**src/rtl/gray_to_binary_sync_if.sv**
```systemverilog
// Bundles the Gray-pointer input, clear strobe and decoded/status outputs
// of gray_to_binary_sync. The slave side is the decoder; the master side
// is whoever supplies the foreign-domain Gray value and reads the status.
interface gray_to_binary_sync_if #(
    parameter int WIDTH     = 4,
    parameter int ERR_CNT_W = 8
);
    logic [WIDTH-1:0]     gray_in;
    logic                 err_clr;
    logic [WIDTH-1:0]     bin_out;
    logic                 bin_valid;
    logic                 step;
    logic [WIDTH-1:0]     delta;
    logic                 err;
    logic [ERR_CNT_W-1:0] err_count;

    modport master (
        output gray_in,
        output err_clr,
        input  bin_out,
        input  bin_valid,
        input  step,
        input  delta,
        input  err,
        input  err_count
    );

    modport slave (
        input  gray_in,
        input  err_clr,
        output bin_out,
        output bin_valid,
        output step,
        output delta,
        output err,
        output err_count
    );
endinterface

```
**src/rtl/gray_to_binary_sync.sv**
```systemverilog
// Receive side of a Gray-coded CDC path. The foreign Gray value runs
// through a plain flop chain, is decoded to binary, and every new sample
// is compared against the previous one: single-bit changes produce a step
// pulse, multi-bit changes are flagged as illegal (sticky err plus a
// saturating counter). All outputs come straight from flops.
// SYNC_STAGES is intended to be 2..4.
module gray_to_binary_sync #(
    parameter int WIDTH       = 4,
    parameter int SYNC_STAGES = 2,
    parameter int ERR_CNT_W   = 8
) (
    input  logic                 clk,
    input  logic                 rst,
    gray_to_binary_sync_if.slave bus
);

    localparam int FILL_CNT_W = $clog2(SYNC_STAGES + 1);

    typedef enum logic [1:0] {
        FILL  = 2'd0,
        TRACK = 2'd1,
        FAULT = 2'd2
    } state_t;

    state_t                  state_reg,     state_next;
    logic [FILL_CNT_W-1:0]   fill_cnt_reg,  fill_cnt_next;
    logic [WIDTH-1:0]        prev_gray_reg, prev_gray_next;
    logic [WIDTH-1:0]        bin_out_reg,   bin_out_next;
    logic                    bin_valid_reg, bin_valid_next;
    logic                    step_reg,      step_next;
    logic [WIDTH-1:0]        delta_reg,     delta_next;
    logic                    err_reg,       err_next;
    logic [ERR_CNT_W-1:0]    err_count_reg, err_count_next;

    logic [WIDTH-1:0] sync_reg [SYNC_STAGES];
    logic [WIDTH-1:0] sync_last;
    logic [WIDTH-1:0] sync_bin;
    logic [WIDTH-1:0] gray_diff;
    logic             single_bit;
    logic             multi_bit;

    // MSB passes through; each lower binary bit is the XOR of the binary
    // bit above it and the Gray bit at that position.
    function automatic logic [WIDTH-1:0] gray_decode(input logic [WIDTH-1:0] g);
        logic [WIDTH-1:0] b;
        b[WIDTH-1] = g[WIDTH-1];
        for (int i = WIDTH - 2; i >= 0; i--) begin
            b[i] = b[i+1] ^ g[i];
        end
        return b;
    endfunction

    // Synchroniser chain: bare flops only, nothing between the stages.
    always_ff @(posedge clk or posedge rst) begin
        if (rst) begin
            for (int i = 0; i < SYNC_STAGES; i++) begin
                sync_reg[i] <= '0;
            end
        end else begin
            sync_reg[0] <= bus.gray_in;
            for (int i = 1; i < SYNC_STAGES; i++) begin
                sync_reg[i] <= sync_reg[i-1];
            end
        end
    end

    assign sync_last  = sync_reg[SYNC_STAGES-1];
    assign sync_bin   = gray_decode(sync_last);
    assign gray_diff  = sync_last ^ prev_gray_reg;
    assign single_bit = $onehot(gray_diff);
    assign multi_bit  = (gray_diff != '0) && !single_bit;

    // State and output registers; every output is taken from here.
    always_ff @(posedge clk or posedge rst) begin
        if (rst) begin
            state_reg     <= FILL;
            fill_cnt_reg  <= '0;
            prev_gray_reg <= '0;
            bin_out_reg   <= '0;
            bin_valid_reg <= 1'b0;
            step_reg      <= 1'b0;
            delta_reg     <= '0;
            err_reg       <= 1'b0;
            err_count_reg <= '0;
        end else begin
            state_reg     <= state_next;
            fill_cnt_reg  <= fill_cnt_next;
            prev_gray_reg <= prev_gray_next;
            bin_out_reg   <= bin_out_next;
            bin_valid_reg <= bin_valid_next;
            step_reg      <= step_next;
            delta_reg     <= delta_next;
            err_reg       <= err_next;
            err_count_reg <= err_count_next;
        end
    end

    // Next-state logic: wait out the chain fill, then classify each sample.
    always_comb begin
        state_next     = state_reg;
        fill_cnt_next  = fill_cnt_reg;
        prev_gray_next = prev_gray_reg;
        bin_out_next   = bin_out_reg;
        bin_valid_next = bin_valid_reg;
        step_next      = 1'b0;
        delta_next     = delta_reg;
        err_next       = err_reg;
        err_count_next = err_count_reg;

        case (state_reg)
            FILL: begin
                // The chain still holds reset zeros until SYNC_STAGES edges
                // have passed; the first real sample is loaded without any
                // step/err judgement since there is nothing to compare to.
                if (fill_cnt_reg == FILL_CNT_W'(SYNC_STAGES)) begin
                    bin_out_next   = sync_bin;
                    prev_gray_next = sync_last;
                    bin_valid_next = 1'b1;
                    delta_next     = '0;
                    state_next     = TRACK;
                end else begin
                    fill_cnt_next = fill_cnt_reg + FILL_CNT_W'(1);
                end
            end

            TRACK, FAULT: begin
                prev_gray_next = sync_last;
                if (gray_diff != '0) begin
                    // Old binary is bin_out_reg: it always tracks prev_gray here.
                    bin_out_next = sync_bin;
                    delta_next   = sync_bin - bin_out_reg;
                end
                step_next = single_bit;
                if (multi_bit) begin
                    // A fresh fault beats a simultaneous clear.
                    err_next   = 1'b1;
                    state_next = FAULT;
                    if (err_count_reg != '1) begin
                        err_count_next = err_count_reg + ERR_CNT_W'(1);
                    end
                end else if ((state_reg == FAULT) && bus.err_clr) begin
                    err_next   = 1'b0;
                    state_next = TRACK;
                end
            end

            default: begin
                state_next = FILL;
            end
        endcase
    end

    assign bus.bin_out   = bin_out_reg;
    assign bus.bin_valid = bin_valid_reg;
    assign bus.step      = step_reg;
    assign bus.delta     = delta_reg;
    assign bus.err       = err_reg;
    assign bus.err_count = err_count_reg;

endmodule
```
**src/flat_wrapper.sv**
```systemverilog
// flat-port wrapper written by rule: the top's interface ports become plain ports
module gray_to_binary_sync_flat 
#(
    parameter int WIDTH       = 4,
    parameter int SYNC_STAGES = 2,
    parameter int ERR_CNT_W   = 8
)
  (clk, rst, bus_gray_in, bus_err_clr, bus_bin_out, bus_bin_valid, bus_step, bus_delta, bus_err, bus_err_count);
  gray_to_binary_sync_if #(.WIDTH(WIDTH), .ERR_CNT_W(ERR_CNT_W)) bus_i ();
  input  logic clk;
  input  logic rst;
  input wire logic [$bits(bus_i.gray_in)-1:0] bus_gray_in;
  input wire logic [$bits(bus_i.err_clr)-1:0] bus_err_clr;
  output wire logic [$bits(bus_i.bin_out)-1:0] bus_bin_out;
  output wire logic [$bits(bus_i.bin_valid)-1:0] bus_bin_valid;
  output wire logic [$bits(bus_i.step)-1:0] bus_step;
  output wire logic [$bits(bus_i.delta)-1:0] bus_delta;
  output wire logic [$bits(bus_i.err)-1:0] bus_err;
  output wire logic [$bits(bus_i.err_count)-1:0] bus_err_count;
  assign bus_i.gray_in = bus_gray_in;
  assign bus_i.err_clr = bus_err_clr;
  assign bus_bin_out = bus_i.bin_out;
  assign bus_bin_valid = bus_i.bin_valid;
  assign bus_step = bus_i.step;
  assign bus_delta = bus_i.delta;
  assign bus_err = bus_i.err;
  assign bus_err_count = bus_i.err_count;
  gray_to_binary_sync #(.WIDTH(WIDTH), .SYNC_STAGES(SYNC_STAGES), .ERR_CNT_W(ERR_CNT_W)) u_core (.clk(clk), .rst(rst), .bus(bus_i));
endmodule
```
**config.mk**
```make
export PLATFORM = sky130hd
export DESIGN_NAME = gray_to_binary_sync_flat
export DESIGN_NICKNAME = d
export VERILOG_FILES = /design/src/rtl/gray_to_binary_sync_if.sv /design/src/rtl/gray_to_binary_sync.sv /design/src/flat_wrapper.sv
export SDC_FILE = /design/constraint.sdc
export NUM_CORES = 1
export LEC_CHECK = 0
export ABC_AREA = 1
export CAP_MARGIN = 20
export CORE_ASPECT_RATIO = 1.25
export CORE_MARGIN = 3
export CORE_UTILIZATION = 55
export DETAILED_ROUTE_END_ITERATION = 10
export PLACE_DENSITY = 0.8
export SLEW_MARGIN = 10
export SYNTH_ARGS = -nofsm -noshare
export SYNTH_HDL_FRONTEND = slang
export SYNTH_SLANG_ARGS = --single-unit
```
**constraint.sdc**
```tcl
create_clock -name clk -period 5.9 [get_ports clk]
set_input_delay 0.59 -clock clk [delete_from_list [all_inputs] [get_ports clk]]
set_output_delay 0.59 -clock clk [all_outputs]
set_load 0.02 [all_outputs]
```
==> results of run 1 <==
==> cell type report <==
cell class | instances | area [um2]
multi-input cells | 144 | 871
inverters | 32 | 120
flip-flops and latches | 35 | 876
clock inverters | 3 | 43.8
repair buffers | 26 | 258
well taps | 37 | 46.3
clock buffers | 5 | 68.8
fillers | 248 | 940
==> cells in the final DEF, fill, tap and decap left out <==
cell             synthesis  routed
o21bai_1                 1       1
nor3_4                   1       1
nand2_1                 73      73
clkdlybuf4s50_1          0      25
inv_1                   26      26
buf_4                    0       1
xor2_1                   5       5
ha_1                    13      13
nand3b_1                 2       2
clkbuf_8                 0       5
fa_1                     2       2
clkinv_2                 0       1
bufinv_16                0       1
a21oi_1                  2       2
nand2_2                  2       2
dfrtp_1                 35      35
inv_2                    6       6
nand3_1                 16      16
nand2_4                  1       1
o21ai_0                  8       8
a21oi_4                  1       1
nor2_1                   3       3
nor2_8                   2       2
nand4_1                  1       1
o21ai_1                  4       4
xnor2_1                  5       5
nand3_2                  2       2
clkinv_4                 0       1
==> worst max path at each step <==
stage                        start             endpoint  slack, ns  cells past startpoint
6_report       u_core.sync_last[3]  u_core.state_reg[1]       3.53                     11
2_1_floorplan  u_core.sync_last[2]  u_core.state_reg[1]       3.74                     12
4_1_cts        u_core.sync_last[3]  u_core.state_reg[1]       3.54                     11
3_5_place_dp   u_core.sync_last[3]  u_core.state_reg[1]       3.56                     11
3_3_place_gp   u_core.sync_last[3]  u_core.state_reg[1]       3.64                     11
5_1_grt        u_core.sync_last[3]  u_core.state_reg[1]       3.35                     11
==> worst register-to-register path: stages (launching register included) <==
cell     delay, ns
dfrtp_1       0.45
xnor2_1       0.27
ha_1          0.28
ha_1          0.21
fa_1          0.48
inv_1         0.05
nand3_2       0.11
nand2_1       0.09
nand2_1       0.09
nand2_1       0.08
nand2_1       0.07
o21ai_0       0.08
==> metrics by stage <==
| step | hold slack, ns | total power [uW] | worst slack, ns | util, % | area (um2) |
|---|---|---|---|---|---|
| 2_1_floorplan | 0.331 | 794 | 3.74 | - | 1870 |
| 3_3_place_gp | 0.333 | 949 | 3.64 | 67.4 | 2170 |
| 3_5_place_dp | 0.338 | 967 | 3.56 | 67.4 | 2170 |
| 4_1_cts | 0.348 | 1190 | 3.54 | 70.8 | 2280 |
| 5_1_grt | 0.359 | 1280 | 3.35 | 70.8 | 2280 |
| 6_report | 0.346 | 1180 | 3.53 | 70.8 | 2280 |
==> power breakdown <==
group          switching [uW]  internal [uW]  total, uW
sequential               49.3            303        352
clock                    89.8            126        215
combinational             366            245        611
==> logic make-up (layout without fill, tap and decap cells) <==
logic type,Yosys count,after routing,share of synthesized area (%)
and+or+nand+nor,103,103,26.1
AOI/OAI and AO/OA,16,16,5.03
DFF,35,35,46.9
xor gates and xnor gates,10,10,4.69
buffers and inverters,32,66,6.43
adders and majority gates,15,15,10.9
==> routing by layer <==
| layer | global-route usage, % | part of all wire (%) |
|---|---|---|
| met5 | 0 | 0 |
| met2 | 31.3 | 51 |
| met1 | 23.0 | 43 |
| met3 | 4.93 | 4.5 |
| met4 | 6.19 | 1.7 |
==> impl_results.md, run 1 <==
- Run status: completed
- Largest delay share family, worst path: adder cells
- Number of flip-flops in the largest register: 8
- Ant. Diodes: 0
- Die area: 0.00413 mm2
- CTS max path bufs: 2
- Fmax: 422 MHz
- Die Width: 58.1 um
- Max VDD drop: 469 uV
- First-pass GRT wire length: 5.99 mm
- Primary FF master, synth: dfrtp_1
- Post-synth EDFFs: 0
- Final hold vios: 0
- Grt total ovfl: 0
- CP dominant cell by count: nand2_1
- CP Cell Sequence: xnor2_1 -> ha_1 -> ha_1 -> fa_1 -> inv_1 -> nand3_2 -> nand2_1 -> nand2_1 -> nand2_1 -> nand2_1 -> o21ai_0
- Wire per inst: 11.5 um
- Initial core utilization: 57.9%
- # DRC: 0
- Library cells used by synthesis: 22
- Layout cell share with drive strength beyond 1: 9.80%
- Hold Crit Depth: 0
- Worst Tran Pin Value: 0.426 ns
- Mapped Nets: 233
- Cell Pwr Density: 516 mW/mm2
- Critical Path Fanout Max: 5
- End of the worst register-to-register path: u_core.state_reg[1]
- Core area: 0.00322 mm2
- Leak pwr: 0.00119 uW
- Die height: 71.1 um
- Routability Congestion: 0.760
- Post-DP HPWL: 2.31 mm
- Vias per std cell: 4.94
- Worst-path clk slew: 0.07 ns
- Ports: 26
- Non-Filler Instances: 282
- CP required: 6.07 ns
- Seq/Total Area, Yosys: 46.9%
- Clk_lat worst skew: 0.29 ns
- Root buf cell: clkbuf_8
- Kind of critical path: flip-flop to flip-flop
- Htree depth: 2
- Worst setup SP type: flip-flop
- Setup repair after global routing missed its margin: false
- Mapped cell area: 0.00187 mm2
- Syn. warnings: 0
- TritonCTS Sinks: 35
- IO Port Bufs: 25
- Setup_tns: 0 ns
- Yosys top cell area share: 46.9%
- Flops & latches, synth: 35
- Dominant cell type by area after synthesis: dfrtp_1
- Routed Antenna Nets: 0
- Iter 0 DRT Violations: 58
- Dpl cells: 274
- Minimum clock period: 2.37 ns
- Setup violators final: 0
- Synth-to-Final Area Change: 22.3%
- All-layer global routing usage: 18.6%
- Worst R2R Start: u_core.sync_last[3]
- Max-slew violation count: 0
- Most numerous cell in the Yosys netlist: nand2_1
- WL final: 3.24 mm
- Antenna violations before repair: 0
- PostCTS Resize Cnt: 0
- Max Cap Violations: 0
- Peak per-stage delay on the critical path: 0.48 ns
- Cell count of the worst reg-to-reg path: 11
- Initial DRT Pass Iterations: 4
- Vias: 1392
- Worst path arrival time: 2.54 ns
- Post-synth top cells: nand2_1, dfrtp_1, inv_1, nand3_1, ha_1
- Max-slew headroom: 71.6%
- Critical-path top delay cell: fa_1
- Synth area leaders: dfrtp_1, nand2_1, ha_1
- Pin count of the biggest net entering global routing: 36
- Syn Area/Cell: 8.85 um2
- Buf/Inv on CP: 1
- Mapped Cells: 211
- CTS tree: built
- Element type at the critical path end: flip-flop
- Nets: 266
- Fin crit share: 40.2%
- Post-CTS setup buffers: 0
- Vias in the first global route: 1383
- Reg2Reg Setup Slack: 3.53 ns
- Clk_skew: 0.00518 ns
- CTS Hold Bufs: 0
- Post-synth ARST share: 100%
- CTS Buf Count: 5
- Hold path start: u_core.sync_reg[6]
- Worst hold path class: flip-flop to flip-flop
- Cell row count: 23
- Hold path endpoint: u_core.sync_last[2]
Power figures use the tool's default switching activity.
==> run 2: changes to the inputs <==
--- a/config.mk
+++ b/config.mk
@@ -9,9 +9,9 @@
 export CAP_MARGIN = 20
 export CORE_ASPECT_RATIO = 1.25
 export CORE_MARGIN = 3
-export CORE_UTILIZATION = 55
+export CORE_UTILIZATION = 49
 export DETAILED_ROUTE_END_ITERATION = 10
-export PLACE_DENSITY = 0.8
+export PLACE_DENSITY = 0.76
 export SLEW_MARGIN = 10
 export SYNTH_ARGS = -nofsm -noshare
 export SYNTH_HDL_FRONTEND = slang
==> constraint.sdc (replaced) <==
create_clock -name clk -period 2.1 [get_ports clk]
set_input_delay 0.21 -clock clk [delete_from_list [all_inputs] [get_ports clk]]
set_output_delay 0.21 -clock clk [all_outputs]
set_load 0.02 [all_outputs]
==> impl_results.md, run 2 (synthesis gave the netlist of run 1 again) <==
- Ant. Diodes: 0
- Core area: 0.00357 mm2
- Worst path arrival time: 2.46 ns
- Most frequent cells in the layout: nand2_1, dfrtp_1, inv_1, clkdlybuf4s50_1, nand3_1
- Clk_lat worst skew: 0.30 ns
- Met1 Use GR: 20.8%
- Worst hold path class: primary input to async pin
- Max Cap Violations: 0
- Setup_tns: -1.12 ns
- # DRC: 0
- Worst slack, placed: -0.164 ns
- Number of flip-flops in the largest register: 8
- Nets: 278
- First-pass GRT wire length: 6.07 mm
- Minimum clock period: 2.24 ns
- Die height: 75.0 um
- Run status: complete, but fails checks
- Max-slew violation count: 0
- Synth-to-Final Area Change: 32.5%
- Most Crowded Layer GR: met2
- Htree depth: 2
- Root buf cell: clkbuf_8
- CTS tree: built
- Final Cell Area: 0.00247 mm2
- Worst Tran Pin Value: 0.440 ns
- Die area: 0.00459 mm2
- Worst hold slack: 0.303 ns
- Cell Pwr Density: 1490 mW/mm2
- Routed Antenna Nets: 0
- PnR worst setup slack: -0.140 ns
- CTS Hold Bufs: 0
- Vias in the first global route: 1460
- Vias: 1481
- Pin count of the biggest net entering global routing: 36
- Leak pwr: 0.00125 uW
- Element type at the critical path end: flip-flop
- Ports: 26
- Layout cell share with drive strength beyond 1: 20.2%
- Worst-path clk slew: 0.08 ns
- WL final: 3.78 mm
- CTS Buf Count: 5
- Vias per std cell: 5.00
- Critical Path Fanout Max: 4
- Cell row count: 24
- CP required: 2.32 ns
- TritonCTS Sinks: 35
- Setup violators final: 11
- Grt total ovfl: 0
- Routability Congestion: 0.811
- Worst setup SP type: flip-flop
- IO Port Bufs: 25
- Die Width: 61.2 um
- Wire per inst: 12.8 um
- Final hold vios: 0
- Fin crit share: 107%
- Met2 usage: 30.5%
- CTS max path bufs: 2
- Initial core utilization: 52.2%
- Initial DRT Pass Iterations: 4
- All-layer global routing usage: 18.1%
- Commonest non-fill, non-tap cell in the layout: nand2_1
- Post-DP HPWL: 2.40 mm
- Failing checks: setup timing
- Placed Area: 0.00222 mm2
- Clk_skew: 0.00900 ns
- Iter 0 DRT Violations: 45
- Antenna violations before repair: 0
- Max-slew headroom: 70.7%
- Fmax: 446 MHz
- GR Util met3: 5.49%
- Kind of critical path: flip-flop to flip-flop
- Max VDD drop: 930 uV
- Setup repair after global routing missed its margin: true
## run 2: final timing paths
path	slack, ns	startpoint	depth (start not counted)	to
max in group asynchronous	1.49	rst	3	u_core.bus.err
hold / removal	0.30	rst	3	u_core.sync_reg[7]
setup reg to reg	-0.14	u_core.sync_last[2]	12	u_core.state_reg[1]
hold reg to reg	0.35	u_core.sync_reg[6]	0	u_core.sync_last[2]
min in group clk	0.34	bus_gray_in[3]	1	u_core.sync_reg[7]
setup / recovery	-0.14	u_core.sync_last[2]	12	u_core.state_reg[1]
## run 2: per-stage QoR
stage                     cells  utilization (%)  power [uW]
after floorplan             211                -        2240
after global placement      282             62.1        2740
after detailed placement    282             62.1        2780
after CTS                   294             67.6        3570
after global routing        296             69.2        3980
final                       296             69.2        3700
## run 2: power breakdown
part	total [uW]	internal (uW)	switching (uW)
clock network	529	267	262
logic	2170	955	1220
registers	998	851	146
total	3700	2070	1620
## run 2: repair_timing
action / 4_1_cts / 5_1_grt
gates resized for setup: 12 / 9
endpoints found under the setup margin: 11 / 13
pin swaps: 13 / 6
buffers inserted: 4 / 3
gates cloned: 0 / 0
## run 2: final cells by class
cell class | instances | area, um2
clock buffer | 6 | 82.6
tap | 39 | 48.8
fill | 268 | 1100
multi-input combinational | 144 | 978
sequential | 35 | 876
timing repair buffer | 38 | 352
inverter | 32 | 120
clock inverter | 2 | 16.3
## run 2: critical path, cell delays in order (launching register included)
cell and delay (ns):
dfrtp_1 0.40, xor2_1 0.20, inv_1 0.11, ha_4 0.25
ha_4 0.16, fa_1 0.45, inv_2 0.09, nand3_4 0.11
nand2_4 0.10, nand2_2 0.06, nand2_2 0.08, nand2_1 0.06
o21ai_1 0.09
## run 2: per-layer routing
layer | share of wire [%] | vias up
met5 | 0 | -
li1 | - | 743
met2 | 52 | 39
met4 | 2.7 | 0
met3 | 4.4 | 11
met1 | 41 | 688
